File: src/rtl/new_usb_dmaedqueue.sv
// new_usb_dmaedqueue: OHCI endpoint-descriptor queue between DMA reads and
// TD processing, with one stash slot per list context and a firstin register.
package new_usb_dmaedqueue_pkg;

    typedef struct packed {
        logic [4:0]  rsvd;
        logic [10:0] mps;
        logic        f;
        logic        k;
        logic        s;
        logic [1:0]  d;
        logic [3:0]  en;
        logic [6:0]  fa;
    } ed_status_t;

    typedef struct packed {
        logic [27:0] address;
        logic [3:0]  rsvd;
    } ed_ptr_t;

    typedef struct packed {
        logic [27:0] address;
        logic [1:0]  rsvd;
        logic        c;
        logic        h;
    } ed_head_t;

    typedef struct packed {
        ed_ptr_t    nextED;
        ed_head_t   headTD;
        ed_ptr_t    tailTD;
        ed_status_t status;
    } endpoint_descriptor;

endpackage

module new_usb_dmaedqueue
    import new_usb_dmaedqueue_pkg::*;
#(
    parameter int  DataWidth = 32,
    parameter int  Depth     = 2,
    parameter int  NumCtx    = 3,
    localparam int CtxW      = (NumCtx > 1) ? $clog2(NumCtx) : 1,
    localparam int CntW      = $clog2(Depth + 1)
) (
    input  logic                 clk_i,
    input  logic                 rst_ni,
    input  logic                 flush_i,
    input  logic                 ctx_switch_i,
    input  logic [CtxW-1:0]      active_ctx_i,
    input  logic [DataWidth-1:0] dma_data_i,
    input  logic                 dma_valid_i,
    output logic                 dma_ready_o,
    output logic                 skip_o,
    output logic [27:0]          skip_next_o,
    input  logic                 pop_i,
    output logic                 pop_ready_o,
    output endpoint_descriptor   head_o,
    output endpoint_descriptor   firstin_o,
    output logic                 firstin_valid_o,
    output logic [CntW-1:0]      count_o
);

    localparam int Beats = 128 / DataWidth;
    localparam int BeatW = (Beats > 1) ? $clog2(Beats) : 1;
    localparam int PtrW  = (Depth > 1) ? $clog2(Depth) : 1;

    logic [DataWidth-1:0] asm_q [Beats];
    logic [BeatW-1:0]     beat_q;
    endpoint_descriptor   fifo_q [Depth];
    logic [PtrW-1:0]      rd_q, wr_q;
    logic [CntW-1:0]      cnt_q;
    endpoint_descriptor   stash_q [NumCtx];
    logic [NumCtx-1:0]    stash_vld_q;
    logic [CtxW-1:0]      ctx_q;
    endpoint_descriptor   firstin_q;
    logic                 firstin_vld_q;
    logic                 skip_q;
    logic [27:0]          skip_next_q;

    logic [127:0]         ed_bits;
    endpoint_descriptor   ed_w, head_w;
    logic                 stash_hit, fifo_ne, beat_fire, last_beat, ed_done;
    logic                 skippable, push, pop_fire, pop_fifo;
    logic                 stash_free, stash_load;
    logic [PtrW-1:0]      rd_pop;
    logic [CntW-1:0]      cnt_pop;

    function automatic logic [PtrW-1:0] inc(input logic [PtrW-1:0] p);
        return (p == PtrW'(Depth - 1)) ? '0 : p + PtrW'(1);
    endfunction

    // The final beat is taken straight from the bus so the ED completes
    // in the same cycle it is accepted.
    always_comb begin
        ed_bits = '0;
        for (int b = 0; b < Beats; b++)
            ed_bits[b*DataWidth +: DataWidth] =
                (b == Beats - 1) ? dma_data_i : asm_q[b];
    end

    assign ed_w      = endpoint_descriptor'(ed_bits);
    assign stash_hit = stash_vld_q[ctx_q];
    assign fifo_ne   = (cnt_q != '0);
    assign head_w    = stash_hit ? stash_q[ctx_q] :
                       (fifo_ne ? fifo_q[rd_q] : '0);

    assign dma_ready_o = (cnt_q < CntW'(Depth)) && !ctx_switch_i && !flush_i;
    assign beat_fire   = dma_valid_i && dma_ready_o;
    assign last_beat   = (beat_q == BeatW'(Beats - 1));
    assign ed_done     = beat_fire && last_beat;
    assign skippable   = ed_w.status.k || ed_w.headTD.h ||
                         (ed_w.tailTD.address == ed_w.headTD.address);
    assign push        = ed_done && !skippable;

    assign pop_ready_o = stash_hit || fifo_ne;
    assign pop_fire    = pop_i && pop_ready_o && !flush_i;
    assign pop_fifo    = pop_fire && !stash_hit;
    assign rd_pop      = pop_fifo ? inc(rd_q) : rd_q;
    assign cnt_pop     = cnt_q - CntW'(pop_fifo);
    // A same-cycle pop happens first, so the stash sees what remains.
    assign stash_free  = !stash_hit || pop_fire;
    assign stash_load  = ctx_switch_i && !flush_i && stash_free &&
                         (cnt_pop != '0);

    always_ff @(posedge clk_i or negedge rst_ni) begin
        if (!rst_ni) begin
            beat_q        <= '0;
            rd_q          <= '0;
            wr_q          <= '0;
            cnt_q         <= '0;
            stash_vld_q   <= '0;
            ctx_q         <= '0;
            firstin_q     <= '0;
            firstin_vld_q <= 1'b0;
            skip_q        <= 1'b0;
            skip_next_q   <= '0;
        end else if (flush_i) begin
            beat_q        <= '0;
            rd_q          <= '0;
            wr_q          <= '0;
            cnt_q         <= '0;
            stash_vld_q   <= '0;
            firstin_q     <= '0;
            firstin_vld_q <= 1'b0;
            skip_q        <= 1'b0;
            skip_next_q   <= '0;
        end else begin
            skip_q      <= ed_done && skippable;
            skip_next_q <= (ed_done && skippable) ?
                           ed_w.nextED.address : '0;
            if (pop_fire) begin
                firstin_q     <= head_w;
                firstin_vld_q <= 1'b1;
            end
            if (pop_fire && stash_hit)
                stash_vld_q[ctx_q] <= 1'b0;
            if (stash_load)
                stash_vld_q[ctx_q] <= 1'b1;
            if (ctx_switch_i) begin
                beat_q <= '0;
                rd_q   <= '0;
                wr_q   <= '0;
                cnt_q  <= '0;
                if (int'(active_ctx_i) < NumCtx)
                    ctx_q <= active_ctx_i;
            end else begin
                if (beat_fire)
                    beat_q <= last_beat ? '0 : beat_q + BeatW'(1);
                rd_q  <= rd_pop;
                if (push)
                    wr_q <= inc(wr_q);
                cnt_q <= cnt_pop + CntW'(push);
            end
        end
    end

    // Payload storage; validity is tracked by the reset registers above.
    always_ff @(posedge clk_i) begin
        if (beat_fire && !last_beat)
            asm_q[beat_q] <= dma_data_i;
        if (push)
            fifo_q[wr_q] <= ed_w;
        if (stash_load)
            stash_q[ctx_q] <= fifo_q[rd_pop];
    end

    assign skip_o          = skip_q;
    assign skip_next_o     = skip_next_q;
    assign head_o          = head_w;
    assign firstin_o       = firstin_q;
    assign firstin_valid_o = firstin_vld_q;
    assign count_o         = cnt_q;

endmodule

File: config.mk
export PLATFORM = sky130hd
export DESIGN_NAME = new_usb_dmaedqueue
export DESIGN_NICKNAME = d
export VERILOG_FILES = /design/src/rtl/new_usb_dmaedqueue.sv
export SDC_FILE = /design/constraint.sdc
export NUM_CORES = 1
export LEC_CHECK = 0
export BUFFER_PORTS_ARGS = -buffer_cell sky130_fd_sc_hd__buf_4
export CAP_MARGIN = 20
export CORE_MARGIN = 2
export CORE_UTILIZATION = 36
export CTS_CLUSTER_SIZE = 30
export DETAILED_ROUTE_END_ITERATION = 8
export GPL_TIMING_DRIVEN = 1
export HOLD_SLACK_MARGIN = 0.06
export PLACE_DENSITY = 0.63
export SETUP_SLACK_MARGIN = 0.05
export SYNTH_ARGS = -nofsm -noshare
export SYNTH_HDL_FRONTEND = slang
export SYNTH_SLANG_ARGS = --single-unit
File: constraint.sdc
create_clock -name clk_i -period 17.2 [get_ports clk_i]
set_input_delay 0.86 -clock clk_i [delete_from_list [all_inputs] [get_ports clk_i]]
set_output_delay 0.86 -clock clk_i [all_outputs]
set_load 0.01 [all_outputs]
# ---- Word level (Yosys, flattened, before mapping)
# Memory sizes are Yosys's and may differ from the RTL's.
# Index checks and enable logic that the tools add are counted.
# Widths: inputs -> output; s select.
dict set report word_totals {
  mem_bits_rw 768
  rom_bits 0
  memories 3
  ff_bits 169
  word_cells 110
  latch_bits 0
}
dict set report classes {
  addsub 5
  mux 37
  n_reduce_logical 30
  order_cmp 4
  shifts 0
  bitwise 4
  mul 0
  n_eq_ne 2
  n_div 0
}
# memory depth word_bits read_ports rd_ports_with_merged_regs write_ports line
set mem_list {}
lappend mem_list {stash_q 3 128 1 0 1 73} ;# endpoint_descriptor stash_q [NumCtx];
lappend mem_list {fifo_q 2 128 2 0 1 70} ;# endpoint_descriptor fifo_q [Depth];
lappend mem_list {asm_q 4 32 3 0 1 68} ;# logic [DataWidth-1:0] asm_q [Beats];
# cell count
set ops {}
lappend ops {{$mux 128} 4}
lappend ops {{$mux 28} 2}
lappend ops {{$eq 28x28->1} 1}
lappend ops {{$mux 1} 19}
lappend ops {{$logic_and 1x1->1} 15}
lappend ops {{$mux 2} 6}
lappend ops {{$mux 3} 4}
lappend ops {{$reduce_bool 2->1} 3}
lappend ops {{$reduce_bool 3->1} 2}
lappend ops {{$logic_not 1->1} 5}
lappend ops {{$logic_or 1x1->1} 4}
lappend ops {{$lt 2x2->1 const B} 2}
lappend ops {{$and 3x3->3} 1}
lappend ops {{$lt 2x3->1 const B} 1}
lappend ops {{$not 3->3} 1}
lappend ops {{$or 3x3->3} 1}
lappend ops {{$reduce_and 3->1} 1}
lappend ops {{$add 1x1->1 const B} 2}
lappend ops {{$add 2x1->2} 1}
lappend ops {{$add 2x1->2 const B} 1}
lappend ops {{$bmux 1 s2} 1}
lappend ops {{$demux 1 s2} 1}
lappend ops {{$eq 2x2->1 const B} 1}
lappend ops {{$ge 2x1->1 const B} 1}
lappend ops {{other kinds (2)} 2}

# ---- Depth between registers and ports, before layout
# Gate-level depths: netlist of run 1.
dict set report depth {
  word_depth 11
  mapped_depth 10
}

# ---- Least setup slack after synthesis of run 1
# No wires, ideal clock.
dict set report synth_path {
  kind {input -> register}
  from {input port flush_i}
  to {register stash_vld_q[1]}
  cell_stages 8
  arrival_ns 12.200
  required_ns 17.093
  n_path_buf 1
  setup_slack_ns 4.893
  setup_time_ns 0.107
  path_cell_list {clkbuf_1 -> and4bb_1 -> ha_1 -> xnor2_1 -> a21oi_1 -> o21ai_0 -> nor3b_1 -> o21ba_2}
}
dict set report synth_between {
  elab_chain_cells 8
  elab_cells_between_ends 15
  classes_between {1 x add/sub; 4 x mux; 1 x bitwise; 9 x reduce/logical}
}
# element line
set synth_lines {}
lappend synth_lines {{start: declaration} 48} ;# input logic flush_i,
lappend synth_lines {{$logic_not 1->1} {117, 123}}
lappend synth_lines {{$logic_and 1x1->1} 117} ;# assign pop_fire = pop_i && pop_ready_o && !flush_i;
lappend synth_lines {{$logic_and 1x1->1, on equally long branches} {118, 156}}
lappend synth_lines {{$sub 2x1->2 / $mux 3 (equally long branches)} {120, 156}}
lappend synth_lines {{$reduce_bool 2->1 / $mux 3 (equally long branches)} {124, 138}}
lappend synth_lines {{$logic_and 1x1->1 / $or 3x3->3 (equally long branches)} n/a}
lappend synth_lines {{$mux 3} 158} ;# if (stash_load)
lappend synth_lines {{$mux 3 *} 138} ;# end else if (flush_i) begin
lappend synth_lines {{end signal: assignment} 143} ;# stash_vld_q <= '0;
lappend synth_lines {{end signal: indexed assignment} 157} ;# stash_vld_q[ctx_q] <= 1'b0;
lappend synth_lines {{end signal: indexed assignment} 159} ;# stash_vld_q[ctx_q] <= 1'b1;
lappend synth_lines {{end: declaration} 74} ;# logic [NumCtx-1:0] stash_vld_q;
# Mark *: on every way between the ends. The rest lies on a longest branch, timed or not. The select of a mux whose other input is x is not followed.
# A chain may end at the register's enable or synchronous reset.

# ---- Worst setup path after layout of run 1
dict set report layout_path {
  from {register ctx_q[1]}
  to {memory stash_q[0][58] (netlist name), enable pin}
}
dict set report layout_between {
  elab_chain_cells 11
  elab_cells_between_ends 14
  classes_between {1 x add/sub; 4 x mux; 9 x reduce/logical}
}
# element line
set layout_lines {}
lappend layout_lines {{start: declaration} 75} ;# logic [CtxW-1:0] ctx_q;
lappend layout_lines {{start signal: assignment} 166} ;# ctx_q <= active_ctx_i;
lappend layout_lines {{$bmux 1 s2} 103} ;# assign stash_hit = stash_vld_q[ctx_q];
lappend layout_lines {{$mux 1 (implied by the code)} 103}
lappend layout_lines {{$logic_or 1x1->1} 116} ;# assign pop_ready_o = stash_hit || fifo_ne;
lappend layout_lines {{$logic_and 1x1->1 (2 in a row)} 117}
lappend layout_lines {{$logic_and 1x1->1} 118} ;# assign pop_fifo = pop_fire && !stash_hit;
lappend layout_lines {{$sub 2x1->2} 120} ;# assign cnt_pop = cnt_q - CntW'(pop_fifo);
lappend layout_lines {{$reduce_bool 2->1} 124} ;# (cnt_pop != '0);
lappend layout_lines {{$logic_and 1x1->1} 123} ;# assign stash_load = ctx_switch_i && !flush_i && stash_free &&
lappend layout_lines {{$mux 1} 184} ;# if (stash_load)
lappend layout_lines {{$mux 1 (implied by the code)} 185} ;# stash_q[ctx_q] <= fifo_q[rd_pop];
lappend layout_lines {{end: declaration} 73}
# Parallel ways exist; a longest one is shown, timed or not. The select of a mux whose other input is x is not followed.

==> impl_metrics.tcl, run 1 <==
set metrics [dict create \
    status "complete, no violations" \
    cts_tree "yes" \
    layout-drive-gt1-share_pct 23.6 \
    ys_seq_area_share_pct 71.9 \
    ys_types 35 \
    cpPeakStageDelay_ns 0.82 \
    num_io_pins 330 \
    drt_iter0_markers 1613 \
    grt_pass1_vias 20213 \
    synth_ff_type "edfxtp_1" \
    async_reset_ff_share_pct 18.7 \
    fin_crit_sh_pct 30.2 \
    fin_total_pwr_mw 4.63 \
    num_antenna_cells 0 \
    place.gp.congestion 0.741 \
    netSwitchingPower_mw 0.990 \
    drc 0 \
    clockBufferDepth 3 \
    crit_slowest_cell "buf_4" \
    syn_area_per_cell_um2 14.8 \
    synth-edff-count 736 \
    hp-class "in2async" \
    worstPathArrival_ns 5.46 \
    worst_pin_slew_ns 1.15 \
    p_comb_share_pct 3.7 \
    final_antenna_net_count 0 \
    clk_latency_ns 0.66 \
    fmax_ghz 0.193 \
    synth_area_um2 36600 \
    final_nets 2833 \
    rsz0062_at_grt "false" \
    cts_made_buffers 97 \
    grt_overflow_total 0 \
    path_clk_slew_ns 0.06 \
    h-tree-depth 3 \
    coreArea_um2 101000 \
    worstSetupPathType "reg2reg" \
    setup_viol 0 \
    port_buffers 329 \
    die_h_um 323 \
    antenna_found_initial 8 \
    ir_worst_vdd_uv 66.6 \
    area_growth_pct 19.4 \
    sw_frac_of_total_pct 21.4 \
    grt_pass1_wl_mm 139 \
    start_util_pct 36.2 \
    crit_path_start_kind "flop" \
    synth_warnings 0 \
    critical_path.most_common_cell "buf_4" \
    ys_ff_latch 905 \
    cts-root-buf "clkbuf_16" \
    crit_path_end_kind "flop" \
    cap_viol_max_count 0 \
    crit_fanout 75 \
    cts_setup_buffers 0 \
    p_leak_nw 16.3 \
    synth_nets 2519 \
    cp_cell_sequence "mux2i_1 > a2bb2oi_4 > buf_4 > and4bb_1 > ha_1 > xnor2_1 > a21oi_1 > o21ai_0 > or3_1 > inv_6 > buf_4" \
    period_needed_ns 5.19 \
    cts_resized 0 \
    drv_slew 0 \
    p_clk_share_pct 45.2 \
    hpwl_mm 61.3 \
    hold_viol 0 \
    cts_sinks 905 \
    fin_skew_ns 0.0248 \
    viasPerCell 4.92 \
    grt.total_usage_pct 18.5 \
    p_seq_share_pct 51.1 \
    register_area_um2 26300 \
    dr_total_vias 20852 \
    die_x_um 323 \
    relSlewSlack_pct 23.4 \
    std_cell_rows 117 \
    die_area_um2 104000 \
    wl_per_cell_um 23.1 \
    utilization_pct 43.2 \
    cp_data_required_time_ns 17.47 \
    intPower_mw 3.64 \
    grt_max_degree 96 \
    drt_wl_total_mm 98.0 \
    syn_inst 2473 \
    multi_input_area_um2 9660 \
    tns_ns 0 \
    fill_cells 9101 \
    hold_buffers 0 \
    dr.pass1.iters 5 \
    power_density_nw_per_um2 106 \
]
-- cells in the mapped netlist, types with 2 or more instances --
cell type    n  area share (%)
xnor2_1     31            0.74
buf_1       15            0.15
edfxtp_1   736              60
or2_2        3           0.051
dfrtp_1    169              12
nand2_1    131             1.3
buf_2       30            0.41
a21oi_1      5           0.068
mux2_1     109             3.4
ha_1         6            0.20
inv_1        8           0.082
mux2_2     147             4.5
o21ai_0    130             1.8
nor2_1     404             4.1
buf_6       12            0.37
nor3b_1     29            0.59
and2_1       5           0.085
a21boi_0     2           0.041
clkbuf_1    92            0.94
nor2b_1      2           0.034
mux2i_1    258             7.0
nor3_1     129             1.8
nand4_1      7            0.12
nand2b_1     2           0.034
-- state kept, by name, indices dropped and copies added (netlist names), 2 cells and up --
signal,cells
fifo_q,256
ctx_q,2
firstin_o,128
skip_next_o,28
stash_q,384
asm_q,96
stash_vld_q,3
beat_q,2
count_o,2
-- layout make-up --
type	count	area share, %
clock buffers	131	6.17
clock inverters	50	1.15
inverters	8	0.0915
multi-input cells	1410	22.1
flip-flops and latches	905	60.2
well taps	1368	3.91
repair buffers	365	6.41
-- final timing paths --
check,startpoint,endpoint,slack [ns],cells after the start
max,ctx_q[1],stash_q[0][58],12.01,11
min,rst_ni,firstin_o[127],0.24,1
max reg2reg,ctx_q[1],stash_q[0][58],12.01,11
min reg2reg,asm_q[2][1],fifo_q[1][65],0.44,0
max in group asynchronous,rst_ni,firstin_o[86],15.67,2
min in group clk_i,asm_q[2][1],fifo_q[1][65],0.44,0
-- metrics by stage --
step / instance area [µm²] / worst slack [ns] / hold WS [ns] / std cells
after detailed placement: 40500 / 11.52 / 0.430 / 4055
after global routing: 43800 / 11.70 / 0.269 / 4237
after global placement: 40500 / 11.56 / 0.423 / 4054
final: 43800 / 12.01 / 0.244 / 4237
after CTS: 43700 / 11.51 / 0.227 / 4236
after floorplan: 36600 / 4.89 / 0.421 / 2473
-- per-layer routing --
layer	share of wire [%]	track usage, %	vias to the layer above
li1	-	-	9639
met1	44	25.2	10468
met2	47	29.2	601
met3	6.3	3.71	140
met4	3.4	6.95	4
met5	0.021	0	-
-- cells in the final DEF (no fill, tap or decap), types with 4 or more instances in the layout --
master      count
nor3_1        129
a21oi_1         4
clkinvlp_4      7
clkbuf_1       24
clkinv_1       11
nand2_1       131
o21ai_0       130
inv_6           7
clkinv_2       17
buf_4         360
clkbuf_16     101
mux2i_1       258
inv_1           6
and2_1          4
nand4_1         7
nor3b_1        28
edfxtp_1      736
dfrtp_1       166
nor2_1        401
xnor2_1        30
mux2_1        109
mux2_2        147
ha_1            6
clkbuf_8        7
bufinv_16       9
-- cells by family (layout without fill, tap and decap cells) --
logic type | after synthesis | count (layout) | synth area share [%]
compound gates | 143 | 143 | 2.05
xor+xnor | 31 | 31 | 0.741
fa+ha+maj | 6 | 6 | 0.205
buf+inv | 158 | 554 | 1.98
flops | 905 | 905 | 71.9
mux | 514 | 514 | 14.9
simple gates | 716 | 716 | 8.24
-- power groups by stage --
stage	clock, mW	combinational (mW)	sequential [mW]
2_1_floorplan	0	0.108	2.40
3_3_place_gp	0	0.174	2.41
3_5_place_dp	0	0.174	2.42
4_1_cts	2.13	0.174	2.37
5_1_grt	2.23	0.185	2.37
6_report	2.10	0.170	2.37
-- critical path, delay by kind of cell, from the launching register on --
kind / cells / cell delay, ns
AOI/OAI and AO/OA: 3 / 0.49
xor gates and xnor gates: 1 / 0.09
adders and majority gates: 1 / 0.18
buffers and inverters: 3 / 1.96
DFF: 1 / 0.76
muxes: 1 / 0.38
and+or+nand+nor: 2 / 0.79
(Power assumes the default switching activity.)
==> run 2, diff against run 1 <==
==> constraint.sdc (replaced) <==
create_clock -name clk_i -period 4.8 [get_ports clk_i]
set_input_delay 0.24 -clock clk_i [delete_from_list [all_inputs] [get_ports clk_i]]
set_output_delay 0.24 -clock clk_i [all_outputs]
set_load 0.01 [all_outputs]
==> run 2 against run 1 <==
Effect of this change:
- largest power group unchanged
- flip-flop and latch count unchanged
- register-to-register slack worse by 11 ns
- critical endpoint is now head_o[109]
- core utilization rose by 0.70 points
- clock power rose to 3.7 times the previous value
- sequential share of layout area decreased by 0.96 points
- worst setup slack lost 11 ns
==> impl_metrics.tcl, run 2 (synthesis gave the netlist of run 1 again) <==
set metrics [dict create \
    regMostFlops "stash_q" \
    port_buffers 329 \
    start_util_pct 36.2 \
    intPower_mw 13.3 \
    place.gp.congestion 0.777 \
    p_seq_share_pct 50.1 \
    cp_data_required_time_ns 4.56 \
    die_area_um2 104000 \
    fmax_ghz 0.255 \
    clockBufferDepth 3 \
    grt_overflow_total 0 \
    worstSetupPathType "reg2out" \
    dr.pass1.iters 5 \
    period_needed_ns 3.93 \
    hp-class "in2reg" \
    startpoint "ctx_q[0]" \
    drt_iter0_markers 1515 \
    relSlewSlack_pct 28.0 \
    clk_latency_ns 0.66 \
    placed_cells_incl_taps 4058 \
    fin_total_pwr_mw 16.9 \
    layout_common_cells "edfxtp_1 (736), nor2_1 (401), buf_4 (354)" \
    num_io_pins 330 \
    utilization_pct 43.9 \
    grt_pass1_wl_mm 140 \
    fin_crit_sh_pct 81.8 \
    ff2ff_setup_slack_ns 1.21 \
    h-tree-depth 3 \
    p_leak_nw 16.6 \
    p_clk_share_pct 46.3 \
    hp-start "dma_valid_i" \
    die_x_um 323 \
    cts_made_buffers 97 \
    hold_viol 0 \
    viasPerCell 4.90 \
    wl_per_cell_um 22.9 \
    ir_worst_vdd_uv 277 \
    cts_setup_buffers 0 \
    worst_pin_slew_ns 1.08 \
    cts_tree "yes" \
    power_density_nw_per_um2 381 \
    path_clk_slew_ns 0.06 \
    rsz0062_at_grt "false" \
    drc 0 \
    final_cells 4287 \
    netSwitchingPower_mw 3.60 \
    fin_skew_ns 0.0302 \
    crit_fanout 33 \
    crit_path_start_kind "flop" \
    largest_reg_flops 384 \
    drt_wl_total_mm 98.4 \
    final_common_cell "edfxtp_1" \
    crit_path_end_kind "primary output" \
    status "complete, no violations" \
    grt_pass1_vias 20288 \
    area_growth_pct 21.4 \
    drv_slew 0 \
    final_antenna_net_count 0 \
    cap_viol_max_count 0 \
    cts_sinks 905 \
    grt.total_usage_pct 18.4 \
    setup_viol 0 \
    die_h_um 323 \
    coreArea_um2 101000 \
    r2r-start "ctx_q[1]" \
    sw_frac_of_total_pct 21.3 \
    layout-drive-gt1-share_pct 23.6 \
    worstPathArrival_ns 3.69 \
    grt_max_degree 132 \
    cts-root-buf "clkbuf_16" \
    std_cell_rows 117 \
    final_nets 2876 \
    p_comb_share_pct 3.6 \
    hpwl_mm 60.9 \
    dr_total_vias 21012 \
    antenna_found_initial 7 \
]
run 2: power groups by stage:
| stage | Clock [mW] | Sequential, mW | Combinational, mW |
|---|---|---|---|
| after global routing | 8.33 | 8.48 | 0.678 |
| final | 7.84 | 8.48 | 0.618 |
| after floorplan | 0 | 8.60 | 0.387 |
| after CTS | 8.02 | 8.48 | 0.634 |
| after detailed placement | 0 | 8.64 | 0.603 |
| after global placement | 0 | 8.64 | 0.596 |
run 2: final timing paths:
path                                       end  cells past startpoint
worst min register to register   fifo_q[1][26]                      0
worst min-delay path                 beat_q[0]                      4
worst max register to register  stash_q[0][28]                     10
max in group asynchronous             ctx_q[1]                      3
worst max-delay path               head_o[109]                      6
min in group asynchronous        firstin_o[83]                      2
run 2: area by class of cell:
cell class	count	area, µm²
fillers	9053	56800
multi-input cells	1410	9670
flip-flops and latches	905	26300
well taps	1368	1710
clock buffers	129	2660
clock inverters	54	709
inverters	8	37.5
diodes	5	12.5
repair buffers	408	3320
run 2: layer usage:
metal  routed length, µm  GRT usage (%)
met1               42500           25.0
met2               47200           29.8
met3                5610           3.56
met4                3110           6.22
met5                  23              0
run 2: critical path, cell delays in order (launching register included):
cell and delay [ns]:
dfrtp_4 0.79, buf_4 0.66, buf_4 0.65, mux2i_1 0.26, o21ai_0 0.11, mux2_2 0.34, buf_4 0.16
run 2: per-stage QoR:
| stage | hold WS [ns] | TNS, ns | setup slack [ns] | cell area, µm² |
|---|---|---|---|---|
| final | 0.132 | 0 | 0.872 | 44500 |
| after global routing | 0.126 | 0 | 0.674 | 44500 |
| after CTS | 0.0882 | 0 | 0.788 | 44500 |
| after detailed placement | 0.285 | 0 | 1.10 | 40700 |
| after global placement | 0.303 | 0 | 1.10 | 40600 |
| after floorplan | -0.0556 | -72.17 | -0.560 | 36700 |
run 2: timing repair:
item / 4_1_cts / 5_1_grt
hold endpoints to repair: 295 / 0
hold buffers: 41 / 0
gates resized for setup: 0 / 0
==> run 3, diff against run 2 <==
--- a/config.mk
+++ b/config.mk
@@ -5,6 +5,7 @@
 export SDC_FILE = /design/constraint.sdc
 export NUM_CORES = 1
 export LEC_CHECK = 0
+export ABC_AREA = 1
 export BUFFER_PORTS_ARGS = -buffer_cell sky130_fd_sc_hd__buf_4
 export CAP_MARGIN = 20
 export CORE_MARGIN = 2
==> constraint.sdc (replaced) <==
create_clock -name clk_i -period 3.89 [get_ports clk_i]
set_input_delay 0.1945 -clock clk_i [delete_from_list [all_inputs] [get_ports clk_i]]
set_output_delay 0.1945 -clock clk_i [all_outputs]
set_load 0.01 [all_outputs]
==> run 3 against run 2 <==
Effect of this change:
- power is 20% higher
- clock skew fell by 0.0075 ns
- critical endpoint is now head_o[40]
- synthesized cell count grew 27%
- via count rose by 18%
- non-clock buffer count increased by 18
- global-route usage rose by 2.1 points
- worst setup slack got worse by 0.46 ns
- register-to-register slack worse by 0.50 ns
- critical path type unchanged
- cell count increased by 13%
- critical path depth increased by 1
- sequential power is 23% higher
- routed wire length is 8.7% higher
==> impl_metrics.tcl, run 3 <==
set metrics [dict create \
    path_clk_slew_ns 0.06 \
    cts_setup_buffers 0 \
    drt_wl_total_mm 107 \
    h-tree-depth 3 \
    status "complete, no violations" \
    fin_skew_ns 0.0227 \
    p_leak_nw 17.9 \
    cap_viol_max_count 0 \
    synth_top_area_share_pct 61.3 \
    cts_sinks 905 \
    grt.total_usage_pct 20.6 \
    place.gp.congestion 0.764 \
    netlist_top_cells_area "edfxtp_1 (61%), dfrtp_1 (12%), nand2_1 (8.9%)" \
    async_reset_ff_share_pct 18.7 \
    die_h_um 321 \
    power_density_nw_per_um2 465 \
    cpLargestDelayFamily "buffers and inverters" \
    grt_overflow_total 0 \
    placed_cells_incl_taps 4633 \
    cp_data_required_time_ns 3.70 \
    cp_cell_sequence "inv_6 > buf_4 > nor2_1 > o21ai_0 > o21ai_0 > inv_1 > buf_4" \
    synth_ff_type "edfxtp_1" \
    largest_reg_flops 384 \
    dr.pass1.iters 5 \
    layout-drive-gt1-share_pct 15.7 \
    crit_slowest_cell "dfrtp_4" \
    die_x_um 321 \
    regMostFlops "stash_q" \
    drc 0 \
    grt_max_degree 196 \
    fin_crit_sh_pct 89.4 \
    synth-edff-count 736 \
    viasPerCell 5.09 \
    area_growth_pct 21.1 \
    hpwl_mm 62.0 \
    crit_fanout 54 \
    coreArea_um2 99700 \
    final_nets 3522 \
    grt_pass1_wl_mm 156 \
    port_buffers 329 \
    crit_path_start_kind "flop" \
    drt_iter0_markers 2250 \
    clockBufferDepth 3 \
    cpPeakStageDelay_ns 0.68 \
    final_antenna_net_count 0 \
    start_util_pct 36.2 \
    ir_worst_vdd_uv 415 \
    wl_per_cell_um 22.0 \
    ys_types 26 \
    worstPathArrival_ns 3.28 \
    worst_pin_slew_ns 1.04 \
    drv_slew 0 \
    layout_common_cells "nand2_1 (845), edfxtp_1 (736), buf_4 (363)" \
    hp-class "in2async" \
    ys_ff_latch 905 \
    syn_inst 3132 \
    cts_made_buffers 98 \
    cts-root-buf "clkbuf_16" \
    clk_latency_ns 0.66 \
    fill_cells 8998 \
    tns_ns 0 \
    path_buf_inv 4 \
    ff2ff_setup_slack_ns 0.71 \
    period_needed_ns 3.48 \
    relSlewSlack_pct 30.1 \
    final_common_cell "nand2_1" \
    stdcell_area_um2 43700 \
    synth_warnings 0 \
    hold_viol 0 \
    synth_common_cells "nand2_1 (851), edfxtp_1 (736), o21ai_0 (294), nand3_1 (267), nor2_1 (207)" \
    hold_ws_ns 0.0969 \
    num_io_pins 330 \
    worstSetupPathType "reg2out" \
    crit_path_end_kind "primary output" \
    grt_pass1_vias 23556 \
    cts_resized 0 \
    wl_met3_mm 9.49 \
    synth_area_um2 36100 \
    cts_tree "yes" \
    setup_viol 0 \
    final_cells 4859 \
    fmax_ghz 0.287 \
    ys_seq_area_share_pct 73.0 \
    synth_most_common_cell "nand2_1" \
    yosys.area.top_type "edfxtp_1" \
    dr_total_vias 24711 \
    rsz0062_at_grt "false" \
    antenna_found_initial 9 \
    dr.max_layer_used "met5" \
    syn_area_per_cell_um2 11.5 \
    wl_met2_mm 48.9 \
    place_area_um2 40200 \
    synth_nets 3178 \
    utilization_pct 43.8 \
    wl_met1_mm 45.8 \
    die_area_um2 103000 \
    std_cell_rows 116 \
]
## run 3: path summary, 6_finish.rpt
| kind | cells past startpoint | from | endpoint |
|---|---|---|---|
| max | 7 | rd_q | head_o[40] |
| min | 2 | rst_ni | firstin_o[52] |
| max reg2reg | 14 | ctx_q[1] | stash_q[2][64] |
| min reg2reg | 0 | asm_q[0][24] | fifo_q[0][24] |
| max in group asynchronous | 3 | rst_ni | firstin_o[60] |
| min in group clk_i | 3 | flush_i | stash_vld_q[0] |
## run 3: stage by stage
| step | setup slack, ns | power [mW] |
|---|---|---|
| 2_1_floorplan | 0.0186 | 11.1 |
| 3_3_place_gp | 0.726 | 11.5 |
| 3_5_place_dp | 0.738 | 11.5 |
| 4_1_cts | 0.433 | 20.5 |
| 5_1_grt | 0.222 | 21.0 |
| 6_report | 0.411 | 20.3 |
## run 3: kinds of logic (layout without fill, tap and decap cells)
logic type / count (synthesis) / after routing / share of synthesized area (%)
other: 0 / 3 / 0
xor gates and xnor gates: 26 / 26 / 0.631
and+or+nand+nor: 1332 / 1332 / 14.8
AOI/OAI and AO/OA: 489 / 489 / 7.06
adders and majority gates: 6 / 6 / 0.208
buffers and inverters: 374 / 800 / 4.30
DFF: 905 / 905 / 73.0
## run 3: layout make-up
class | count | area, µm² | share of cell area (%)
Antenna cell | 3 | 7.51 | 0.0172
Clock buffer | 140 | 2750 | 6.30
Clock inverter | 42 | 347 | 0.793
Inverter | 192 | 751 | 1.72
Multi-Input combinational cell | 1853 | 8310 | 19.0
Sequential cell | 905 | 26300 | 60.3
Tap cell | 1298 | 1620 | 3.72
Timing Repair Buffer | 426 | 3570 | 8.17
## run 3: layer usage
layer	track usage [%]	up-vias
met3	4.67	146
met4	6.00	6
met1	28.7	12171
li1	-	11384
met2	32.2	1004
met5	0	-
## run 3: power breakdown
part / switching (mW) / internal, mW
combinational: 0.659 / 0.235
clock: 3.81 / 5.19
sequential: 0.0176 / 10.4
## run 3: timing repair
action                     CTS  global route
hold buffers                41             0
hold endpoints to repair   275             0
setup endpoints to repair    0             0
